--- config.mk ---
export PLATFORM = sky130hd
export DESIGN_NAME = dma_config_initiator
export DESIGN_NICKNAME = d
export VERILOG_FILES = /design/src/rtl/dma_config_initiator.sv
export SDC_FILE = /design/constraint.sdc
export NUM_CORES = 1
export LEC_CHECK = 0
export BUFFER_PORTS_ARGS = -buffer_cell sky130_fd_sc_hd__buf_4
export CORE_MARGIN = 8
export CORE_UTILIZATION = 35
export CTS_BUF_LIST = sky130_fd_sc_hd__clkbuf_4 sky130_fd_sc_hd__clkbuf_8 sky130_fd_sc_hd__clkbuf_16
export DETAILED_ROUTE_END_ITERATION = 8
export HOLD_SLACK_MARGIN = 0.12
export PLACE_DENSITY = 0.63
export SLEW_MARGIN = 15
export SYNTH_ARGS = -nofsm -noshare
export SYNTH_HDL_FRONTEND = slang
export SYNTH_SLANG_ARGS = --single-unit
--- constraint.sdc ---
create_clock -name clk -period 1.9 [get_ports clk]
set_input_delay 0.285 -clock clk [delete_from_list [all_inputs] [get_ports clk]]
set_output_delay 0.285 -clock clk [all_outputs]
set_load 0.1 [all_outputs]
--- src/rtl/dma_config_initiator.sv ---
// Programs one DMA channel: on start, latches a configuration and issues eight
// I/O write cycles (command, flip-flop clear, mode, base, count, mask).
module dma_config_initiator #(
    parameter int STROBE_CYCLES = 2
) (
    input  logic        clk,
    input  logic        RESET,
    input  logic        start,
    input  logic [7:0]  cfg_command,
    input  logic [7:0]  cfg_mode,
    input  logic [1:0]  cfg_channel,
    input  logic [15:0] cfg_base_addr,
    input  logic [15:0] cfg_word_count,
    input  logic        command_writed,
    output logic [3:0]  address,
    output logic [7:0]  data_out,
    output logic        data_oe,
    output logic        IOR,
    output logic        IOW,
    output logic        busy,
    output logic        done,
    output logic        error
);

    typedef enum logic [2:0] {IDLE, SETUP, STROBE, HOLD, NEXT, FINISH} state_t;

    localparam logic [3:0] STROBE_LAST = 4'(STROBE_CYCLES - 1);

    state_t      state, state_nxt;
    logic [2:0]  idx, idx_nxt;
    logic [3:0]  cnt, cnt_nxt;
    logic        ack, ack_nxt;
    logic        err, err_nxt;
    logic        load;

    logic [7:0]  command_q;
    logic [7:0]  mode_q;
    logic [1:0]  channel_q;
    logic [15:0] base_q;
    logic [15:0] count_q;

    logic [3:0]  wr_addr;
    logic [7:0]  wr_data;
    logic        in_write;

    always_ff @(posedge clk) begin
        if (!RESET) begin
            state <= IDLE;
            idx   <= 3'd0;
            cnt   <= 4'd0;
            ack   <= 1'b0;
            err   <= 1'b0;
        end else begin
            state <= state_nxt;
            idx   <= idx_nxt;
            cnt   <= cnt_nxt;
            ack   <= ack_nxt;
            err   <= err_nxt;
        end
    end

    // Configuration is data only; it is qualified by the FSM state.
    always_ff @(posedge clk) begin
        if (load) begin
            command_q <= cfg_command;
            mode_q    <= cfg_mode;
            channel_q <= cfg_channel;
            base_q    <= cfg_base_addr;
            count_q   <= cfg_word_count;
        end
    end

    always_comb begin
        state_nxt = state;
        idx_nxt   = idx;
        cnt_nxt   = cnt;
        ack_nxt   = ack;
        err_nxt   = err;
        load      = 1'b0;
        case (state)
            IDLE: begin
                if (start) begin
                    load      = 1'b1;
                    err_nxt   = 1'b0;
                    ack_nxt   = 1'b0;
                    idx_nxt   = 3'd0;
                    cnt_nxt   = 4'd0;
                    state_nxt = SETUP;
                end
            end
            SETUP: begin
                cnt_nxt   = 4'd0;
                state_nxt = STROBE;
            end
            STROBE: begin
                if (idx == 3'd0 && command_writed)
                    ack_nxt = 1'b1;
                if (cnt == STROBE_LAST)
                    state_nxt = HOLD;
                else
                    cnt_nxt = cnt + 4'd1;
            end
            HOLD: begin
                // The ack may still arrive on the final HOLD edge, so include it here.
                if (idx == 3'd0 && !(ack || command_writed)) begin
                    err_nxt   = 1'b1;
                    state_nxt = IDLE;
                end else if ((idx == 3'd0 && command_q[2]) || idx == 3'd7) begin
                    state_nxt = FINISH;
                end else begin
                    idx_nxt   = idx + 3'd1;
                    state_nxt = SETUP;
                end
            end
            NEXT: begin
                idx_nxt   = idx + 3'd1;
                state_nxt = SETUP;
            end
            FINISH:  state_nxt = IDLE;
            default: state_nxt = IDLE;
        endcase
    end

    always_comb begin
        wr_addr = 4'hA;
        wr_data = {6'b0, channel_q};
        case (idx)
            3'd0: begin wr_addr = 4'h8; wr_data = command_q; end
            3'd1: begin wr_addr = 4'hC; wr_data = 8'h00; end
            3'd2: begin wr_addr = 4'hB; wr_data = (mode_q & 8'hFC) | {6'b0, channel_q}; end
            3'd3: begin wr_addr = {1'b0, channel_q, 1'b0}; wr_data = base_q[7:0]; end
            3'd4: begin wr_addr = {1'b0, channel_q, 1'b0}; wr_data = base_q[15:8]; end
            3'd5: begin wr_addr = {1'b0, channel_q, 1'b1}; wr_data = count_q[7:0]; end
            3'd6: begin wr_addr = {1'b0, channel_q, 1'b1}; wr_data = count_q[15:8]; end
            default: begin wr_addr = 4'hA; wr_data = {6'b0, channel_q}; end
        endcase
    end

    always_comb begin
        in_write = (state == SETUP) || (state == STROBE) || (state == HOLD);
        address  = in_write ? wr_addr : 4'h0;
        data_out = in_write ? wr_data : 8'h00;
        data_oe  = in_write;
        IOR      = 1'b1;
        IOW      = (state != STROBE);
        busy     = in_write;
        done     = (state == FINISH);
        error    = err;
    end

endmodule

==> Word level (Yosys, flattened, before mapping) <==
Cells that the tools add are included.
{ "word_totals": {"in_bits": 54, "wordCells": 78, "regBits": 62, "output_inout_bits": 18, "n_memories": 0, "latchBits": 0, "rom_bits": 0, "mem_bits_rw": 0} }
{ "op_classes": {"addsub": 2, "shifts": 0, "eq_ne": 21, "n_mux": 23, "div": 0, "reduce_logical": 21, "bitwise_logic": 1, "magnitude_cmp": 0, "mul": 0} }
{ "op_table": {"columns": ["cell", "count"], "rows": [
  ["one-hot mux 8 bit (7 select lines)", 1],
  ["two-way mux 3 bit", 7],
  ["one-hot mux 4 bit (5 select lines)", 1],
  ["equality test 3 bit (second input constant)", 6],
  ["one-hot mux 3 bit (5 select lines)", 1],
  ["inequality test 2 bit (second input constant)", 7],
  ["equality test 3 x 2 -> 1 bit (second input constant)", 4],
  ["two-way mux 4 bit", 3],
  ["one-hot mux 4 bit (3 select lines)", 1],
  ["one-hot mux 3 bit (3 select lines)", 1],
  ["AND reduction 3 bit", 3],
  ["two-way mux 8 bit", 1],
  ["OR 8 x 2 -> 8 bit", 1],
  ["equality test 3 x 1 -> 1 bit (second input constant)", 2],
  ["zero test 3 bit", 2],
  ["nonzero test 3 bit", 2],
  ["two-way mux 1 bit", 5],
  ["adder 4 x 1 -> 4 bit (second input constant)", 1],
  ["equality test 4 x 1 -> 1 bit (second input constant)", 1],
  ["logical OR 1 bit", 4],
  ["one-hot mux 1 bit (2 select lines)", 2],
  ["AND reduction 4 bit", 1],
  ["nonzero test 2 bit", 2],
  ["OR reduction 2 bit", 2],
  ["5 further kinds", 7]
]} }

==> Longest topological paths before layout <==
Gate-level depths: netlist of run 1.
{ "logic_depth": {"ltp_word": 6, "ltp_mapped": 9, "mapped_depth_nobuf": 6} }

==> Worst setup path before layout of run 1 <==
OpenSTA, ideal clock, no wires.
{ "synth_path": {"path_kind": "register -> output", "from": "register idx[0]", "to": "output address[1]", "stages_incl_launch_ff": 7, "n_path_buf": 0, "slack_ps": -1721, "arrival_time_ps": 3336, "required_ps": 1615, "cell_sequence": "dfxtp_1 > inv_1 > ha_1 > or3_1 > a2bb2oi_1 > nor2_1 > nor3_1"} }
{ "synth_via": {"elab_chain_len": 4, "word_cells_on_any_way": 11} }
{ "synth_rtl": {"columns": ["element", "line_no", "text"], "rows": [
  ["from (decl)", "30", "logic [2:0] idx, idx_nxt;"],
  ["from (signal assigned)", "55", "idx <= idx_nxt;"],
  ["equality test 3 bit or equality test 3 x 2 -> 1 bit (tied branches)", "127", "case (idx)"],
  ["OR reduction 2 bit (no line)", null, null],
  ["one-hot mux 4 bit (5 select lines) *", "127", null],
  ["two-way mux 4 bit *", "141", "address = in_write ? wr_addr : 4'h0;"],
  ["to (decl)", "15", "output logic [3:0] address,"]
]} }
Every way passes the cells marked *; elsewhere a longest branch is shown, timed or not.

==> Worst setup path after layout of run 1 <==
{ "layout_path": {"from": "register idx[1]", "to": "output address[1]"} }
The elaborated chain is that of the path after synthesis.

==> results.ini, run 1 <==
[clock_tree]
clock_path_buffers=2
cts_root_buf=clkbuf_8
clk_pin_slew_ns=0.08
clock_latency_ns=0.35
cts.sinks=60
cts_made_buffers=9
h-tree-depth=3
cts_tree=done

[place]
dp_hpwl_um=4680
place_inst=393
place.gp.congestion=0.718
port_buffers=68

[power]
total_power_mw=3.56
peakVddDrop_v=0.000414
comb_power_share_pct=25.6
p_clk_share_pct=30.1
pwr-share-seq_pct=44.2
p_per_area_nw_per_um2=769
internal_power_mw=2.41
p_leak_nw=1.77
p_sw_share_pct=32.3
p_sw_mw=1.15

[detailed_routing]
drt-total-wl_um=7460
first_pass_iters=4
wire_per_inst_um=16.3
antenna_left=0
drt-initial-drc-count=118
vias=2178
drc=0
vias_per_cell=4.76

[grt]
grt_overflow_total=0
grt_pass1_vias=2377
antenna_found_initial=0
grt.total_usage_pct=14.3
grt_max_degree=49
grt_pass1_wl_um=12100

[yosys]
syn-cell-area_um2=2690
synth_cells=204
yosysTopAreaCell=edfxtp_1
synthArstFlopShare_pct=0
ys_ff_latch=60
ys_seq_area_share_pct=62.4
synth_flop_cell=edfxtp_1
yosys_warnings=0
synth_nets=266
netlist_top_cells_count=edfxtp_1, a21oi_1, dfxtp_1
synth_edf_count=48
synth_most_common_cell=edfxtp_1
synth.avg_cell_area_um2=13.2
ys_top_cells_by_area=edfxtp_1, dfxtp_1, ha_1
synth_top_area_share_pct=53.5
synth_cell_type_count=47

[worst_setup_path]
cp.required_ns=1.62
reg2reg_from=idx[0]$_SDFFE_PN0P_
path_class=reg2out
cp_max_fo=4
timing.rr.end=idx[1]$_SDFFE_PN0P_
cp_data_arrival_time_ns=2.06
crit_path_start_kind=flop
rrSetupSlack_ns=0.13
worst_setup_path_end_kind=output port
reg2reg_depth=8

[floorplanning]
num_rows=32
die_y_um=104
start_util_pct=35.4
core_area_um2=7610
pin_count=72
die_area_um2=10800
chipWidth_um=104

[sta]
tns_ns=-4.18
period_share_pct=123
setup_viol=12
max_slew.worst_pin.slew_ns=0.564
fin_hold_ws_ns=0.250
fmax_mhz=427
hold_viol=0
finalMaxSlewViolations=0
finClkSkew_ns=0.00523
finalCriticalPeriod_ns=2.34
rsz0062_at_grt=true
relSlewSlack_pct=62.0
layout_setup_ws_ns=-0.441

[cells_and_area]
stdcell_count=458
antenna_cells=0
syn2layout_area_growth_pct=71.7
drive_gt1_share_pct=47.8
nNetsFinal=413
fin_util_pct=60.8

[status]
outcome=complete, but fails checks
violations=negative setup slack

[min_path]
hp-start=RESET
min_path_type=in2reg
hold_path_depth=3
hold_end=state[2]$_SDFFE_PN0P_

[run]
drv_cap=0

## cell families (layout without fill, tap and decap cells)
| logic type | Yosys count | count (layout) | synth area share [%] |
|---|---|---|---|
| multiplexers | 13 | 13 | 5.48 |
| other | 1 | 1 | 0.139 |
| XOR/XNOR | 1 | 1 | 0.325 |
| AND/OR/NAND/NOR | 51 | 51 | 11.3 |
| AO/OA/AOI/OAI | 48 | 48 | 12.6 |
| buffers and inverters | 22 | 174 | 3.99 |
| flip-flops | 60 | 60 | 62.4 |
| adder cells (fa/ha/maj) | 8 | 8 | 3.72 |
## worst max-delay path, stage by stage (launching register included)
cell and delay (ns):
dfxtp_4 0.39, inv_4 0.05, ha_4 0.15, or3_4 0.41, buf_6 0.14, a2bb2oi_2 0.13
nor2_2 0.06, nor3_4 0.17, buf_12 0.21
## final cells by class
cell class / instances / area [um2]
Sequential cell: 60 / 1690
Multi-Input combinational cell: 122 / 1160
Timing Repair Buffer: 149 / 1410
Tap cell: 102 / 128
Fill cell: 574 / 2980
Inverter: 9 / 48.8
Clock buffer: 9 / 124
Clock inverter: 7 / 60.1
## power by group through the flow
stage	Sequential (mW)	Clock [mW]	Combinational [mW]
2_1_floorplan	1.59	0	0.527
3_3_place_gp	1.60	0	0.745
3_5_place_dp	1.60	0	0.749
4_1_cts	1.57	1.11	0.909
5_1_grt	1.58	1.16	0.959
6_report	1.57	1.07	0.912
## registers in the layout (all words and copies together) (netlist names), 2 cells and up
register / flops
base_q: 16
channel_q: 2
cnt: 4
command_q: 8
count_q: 16
idx: 3
mode_q: 6
state: 3
## routing by layer
layer | GRT usage [%] | vias to the layer above | share of wire, %
met4 | 7.45 | 0 | 2.5
met3 | 3.78 | 15 | 4.7
li1 | - | 1073 | -
met1 | 14.8 | 1028 | 38
met5 | 0 | - | 0
met2 | 25.9 | 62 | 55
## cell usage in the layout (no fill, tap or decap), types with 7 or more instances in the layout
cell           instances
buf_12                12
clkbuf_8               9
dlygate4sd3_1         48
a222oi_1               7
dfxtp_1                9
edfxtp_1              48
buf_4                 83
nand2_1               11
## what timing repair did
action / CTS / global route
hold buffers: 48 / 0
pin swaps: 7 / 4
gates cloned: 0 / 0
resized for setup: 46 / 7
endpoints found under the setup margin: 12 / 12
setup buffers: 0 / 1
hold endpoints to repair: 48 / 0
## worst max-delay path by stage
stage                                    from          end  slack, ns  cells past startpoint
final                     idx[1]$_SDFFE_PN0P_   address[1]      -0.44                      8
after floorplan           idx[0]$_SDFFE_PN0P_   address[1]      -0.37                      6
after CTS                 idx[0]$_SDFFE_PN0P_   address[1]      -0.45                      8
after global placement    idx[0]$_SDFFE_PN0P_  data_out[1]      -0.15                      7
after global routing      idx[0]$_SDFFE_PN0P_   address[1]      -0.53                      8
after detailed placement  idx[0]$_SDFFE_PN0P_  data_out[1]      -0.17                      7
## metrics by stage
step | instance area (um2) | worst slack (ns)
2_1_floorplan | 2960 | -0.370
3_3_place_gp | 3740 | -0.151
3_5_place_dp | 3740 | -0.173
4_1_cts | 4590 | -0.446
5_1_grt | 4630 | -0.530
6_report | 4630 | -0.441
Power figures use the tool's default switching activity.
==> run 2, diff against run 1 <==
- GPL_ROUTABILITY_DRIVEN: not set -> 0
- SETUP_SLACK_MARGIN: not set -> 0.3
==> results.ini, run 2 (synthesized netlist as in run 1, its figures left out) <==
[detailed_routing]
vias=2256
drt-total-wl_um=7310
drc=0
antenna_left=0
vias_per_cell=4.81
wl_met2_um=4020
route.top_layer_used=met4
dr_wl_met3_um=261
wire_per_inst_um=15.6
wl_met1_um=2930
first_pass_iters=6
drt-initial-drc-count=89

[clock_tree]
clock_path_buffers=2
cts.sinks=60
cts_made_buffers=9
cts_root_buf=clkbuf_8
cts_tree=done
clock_latency_ns=0.34
h-tree-depth=3
clk_pin_slew_ns=0.07

[worst_setup_path]
crit_path_start_kind=flop
worst_setup_path_end_kind=output port
cp.required_ns=1.62
path_cells=inv_4 -> ha_4 -> or3_4 -> nand2b_4 -> buf_12 -> a21oi_4 -> buf_12
cp_data_arrival_time_ns=2.03
slowest_delay_ns=0.41
cp_slowest_cell=or3_4
path_class=reg2out
cp_max_fo=4
crit_top_cell=buf_12

[cells_and_area]
mostFrequentLayoutCells=buf_4, edfxtp_1, dlygate4sd3_1
n_fill_cell=564
final_common_cell=buf_4
syn2layout_area_growth_pct=80.6
reg_top3=base_q x16, count_q x16, command_q x8
nNetsFinal=423
drive_gt1_share_pct=53.0

[grt]
antenna_found_initial=1
grt_pass1_wl_um=11800
grt.total_usage_pct=13.6
grt_max_degree=38
grt_overflow_total=0
grt_pass1_vias=2516

[place]
dp_hpwl_um=4640
port_buffers=68
place_ws_ns=-0.165

[power]
p_per_area_nw_per_um2=745
p_leak_nw=1.87
peakVddDrop_v=0.000405

[min_path]
min_path_type=in2reg

[floorplanning]
num_rows=32
pin_count=72
die_area_um2=10800
start_util_pct=35.4
die_y_um=104
core_area_um2=7610
chipWidth_um=104

[sta]
finClkSkew_ns=0.0118
finalCriticalPeriod_ns=2.32
setup_viol=12
period_share_pct=122
layout_setup_ws_ns=-0.416
fmax_mhz=432
tns_ns=-4.15
rsz0062_at_grt=true
finalMaxSlewViolations=0
hold_viol=0

[status]
outcome=complete, but fails checks
violations=negative setup slack

[run]
drv_cap=0

run 2: critical path, delay by kind of cell, from the launching register on:
kind,cells,cell delay (ns)
AO/OA/AOI/OAI,1,0.16
buffers and inverters,3,0.39
flip-flops,1,0.39
adder cells (fa/ha/maj),1,0.16
AND/OR/NAND/NOR,2,0.60
run 2: through the flow:
stage	cell area (um2)	cells	hold slack, ns	util, %	power [mW]
after detailed placement	3750	390	0.450	49.3	2.35
after floorplan	2980	204	0.384	-	2.13
final	4870	469	0.262	64.0	3.63
after global placement	3750	390	0.447	49.3	2.34
after global routing	4870	469	0.275	64.0	3.78
after CTS	4740	461	0.231	62.3	3.62
run 2: what timing repair did:
item | in CTS | in global routing
gates resized for setup | 73 | 17
cloned | 0 | 0
setup buffers | 7 | 7
hold buffers | 48 | 0
endpoints found under the setup margin | 56 | 60
pin swaps | 9 | 12
endpoints found under the hold margin | 48 | 0
run 2: worst paths after layout:
path | startpoint | end | slack [ns] | depth (start not counted)
max | idx[0]$_SDFFE_PN0P_ | data_out[1] | -0.42 | 7
min | RESET | state[2]$_SDFFE_PN0P_ | 0.26 | 3
max reg2reg | idx[0]$_SDFFE_PN0P_ | idx[2]$_SDFFE_PN0P_ | 0.34 | 7
min reg2reg | cnt[3]$_SDFFE_PN0P_ | cnt[3]$_SDFFE_PN0P_ | 0.46 | 1
run 2: layer usage:
layer | up-vias | GRT usage (%)
met5 | - | 0
met4 | 0 | 5.89
met3 | 8 | 4.09
met2 | 56 | 25.2
met1 | 1100 | 13.8
li1 | 1092 | -
run 2: layout make-up:
cell class              instances  area (um2)  area share (%)
multi-input cells             122        1220            25.0
repair buffers                159        1590            32.6
clock buffers                   9         124            2.55
well taps                     102         128            2.62
diodes                          1        2.50          0.0514
flip-flops and latches         60        1700            35.0
clock inverters                 7        55.1            1.13
inverters                       9        48.8            1.00
run 2: power breakdown:
group,internal (mW),switching (mW)
clock,0.488,0.557
sequential,1.54,0.0380
combinational,0.454,0.555
total,2.48,1.15
==> run 3, diff against run 2 <==
- CORE_UTILIZATION: 35 -> 45
- PLACE_DENSITY: 0.63 -> 0.77
- TNS_END_PERCENT: not set -> 30
==> results.ini, run 3 (synthesized netlist as in run 1, its figures left out) <==
[place]
placed_area_um2=3730
place_ws_ns=-0.212
port_buffers=68
dp_hpwl_um=4810

[status]
violations=negative setup slack
outcome=complete, but fails checks

[cells_and_area]
final_common_cell=buf_4
regArea_um2=1700
fin_util_pct=80.9
final_cell_area_um2=4730
mostFrequentLayoutCells=buf_4, edfxtp_1, dlygate4sd3_1
reg_top3=base_q x16, count_q x16, command_q x8
nNetsFinal=413
drive_gt1_share_pct=51.1
multi_input_area_um2=1200
antenna_cells=0
syn2layout_area_growth_pct=75.8
n_fill_cell=300

[floorplanning]
die_y_um=93.4
chipWidth_um=93.4
num_rows=28
core_area_um2=5850
die_area_um2=8720
pin_count=72
start_util_pct=46.0

[sta]
finalMaxSlewViolations=0
hold_viol=0
relSlewSlack_pct=58.5
layout_setup_ws_ns=-0.461
rsz0062_at_grt=true
finalCriticalPeriod_ns=2.36
setup_viol=11
fmax_mhz=424
period_share_pct=124
max_slew.worst_pin.slew_ns=0.616
finClkSkew_ns=0.0125

[clock_tree]
clock_path_buffers=2
cts_made_buffers=9
cts_tree=done
cts_root_buf=clkbuf_8
h-tree-depth=3
clock_latency_ns=0.34
cts.sinks=60
clk_pin_slew_ns=0.07

[worst_setup_path]
timing.rr.end=idx[0]$_SDFFE_PN0P_
cp.required_ns=1.62
cp_data_arrival_time_ns=2.08
rrSetupSlack_ns=0.24
reg2reg_depth=7
cp_max_fo=5
path_class=reg2out
worst_setup_path_end_kind=output port
crit_path_start_kind=flop
reg2reg_from=idx[0]$_SDFFE_PN0P_

[detailed_routing]
drt-total-wl_um=8990
drc=0
antenna_left=0
wire_per_inst_um=20.9
first_pass_iters=6
vias_per_cell=5.48
vias=2361
drt-initial-drc-count=171

[power]
peakVddDrop_v=0.000589
p_per_area_nw_per_um2=814
p_leak_nw=1.83

[grt]
grt_overflow_total=0
grt_max_degree=49
grt_pass1_vias=2469
grt_pass1_wl_um=13200
antenna_found_initial=0
grt.total_usage_pct=20.0

[min_path]
hold_end=count_q[12]$_DFFE_PP_
min_path_type=in2reg
hp-start=cfg_word_count[12]
hold_path_depth=1

[run]
drv_cap=0

-- run 3: cell count changes in the layout (fill, tap and decap cells not counted), moves of 2 or more --
cell	before	now
o21ai_2	3	1
buf_12	18	15
a21oi_1	4	6
bufinv_16	0	2
inv_6	4	2
buf_4	82	77
o21ai_1	0	2
-- run 3: worst max-delay path by stage --
| stage | start | endpoint | slack, ns |
|---|---|---|---|
| 3_5_place_dp | idx[1]$_SDFFE_PN0P_ | data_out[6] | -0.21 |
| 5_1_grt | idx[1]$_SDFFE_PN0P_ | data_out[4] | -0.53 |
| 2_1_floorplan | idx[0]$_SDFFE_PN0P_ | address[1] | -0.37 |
| 3_3_place_gp | idx[1]$_SDFFE_PN0P_ | data_out[6] | -0.14 |
| 6_report | idx[1]$_SDFFE_PN0P_ | data_out[4] | -0.46 |
| 4_1_cts | idx[0]$_SDFFE_PN0P_ | data_out[6] | -0.40 |
-- run 3: final cells by class --
class,count,area share (%)
Sequential cell,60,35.9
Timing Repair Buffer,149,30.9
Multi-Input combinational cell,122,25.4
Clock buffer,9,2.62
Clock inverter,7,2.09
Tap cell,75,1.98
Inverter,9,1.03
-- run 3: metal layers --
metal | vias up | share of wire, % | global-route usage (%)
met2 | 109 | 55 | 36.4
met1 | 1160 | 36 | 21.2
met3 | 16 | 6.0 | 4.97
li1 | 1076 | - | -
met4 | 0 | 2.7 | 8.86
met5 | - | 0 | 0
-- run 3: through the flow --
step | cells | total power, mW | hold WS [ns] | TNS (ns)
after floorplan | 204 | 2.13 | 0.384 | -2.49
after global placement | 367 | 2.33 | 0.447 | -1.07
after detailed placement | 367 | 2.35 | 0.458 | -1.39
after CTS | 425 | 3.79 | 0.120 | -4.04
after global routing | 431 | 3.96 | 0.120 | -5.27
final | 431 | 3.85 | 0.142 | -4.44
-- run 3: timing repair --
action | 4_1_cts | 5_1_grt
gates resized for setup | 62 | 16
hold endpoints to repair | 41 | 6
endpoints found under the setup margin | 19 | 24
pin swaps | 7 | 8
hold buffers | 41 | 6
setup buffers | 1 | 0
-- run 3: power by group --
part | internal (mW) | total [mW] | switching (mW)
registers | 1.54 | 1.58 | 0.0444
clock network | 0.747 | 1.32 | 0.570
logic | 0.397 | 0.956 | 0.559
-- run 3: critical path, cell delays in order (launching register included) --
cell,delay (ns)
dfxtp_4,0.39
inv_4,0.05
ha_4,0.15
buf_6,0.12
a222oi_1,0.44
a21oi_1,0.16
a21oi_2,0.21
nor2_4,0.06
buf_12,0.16
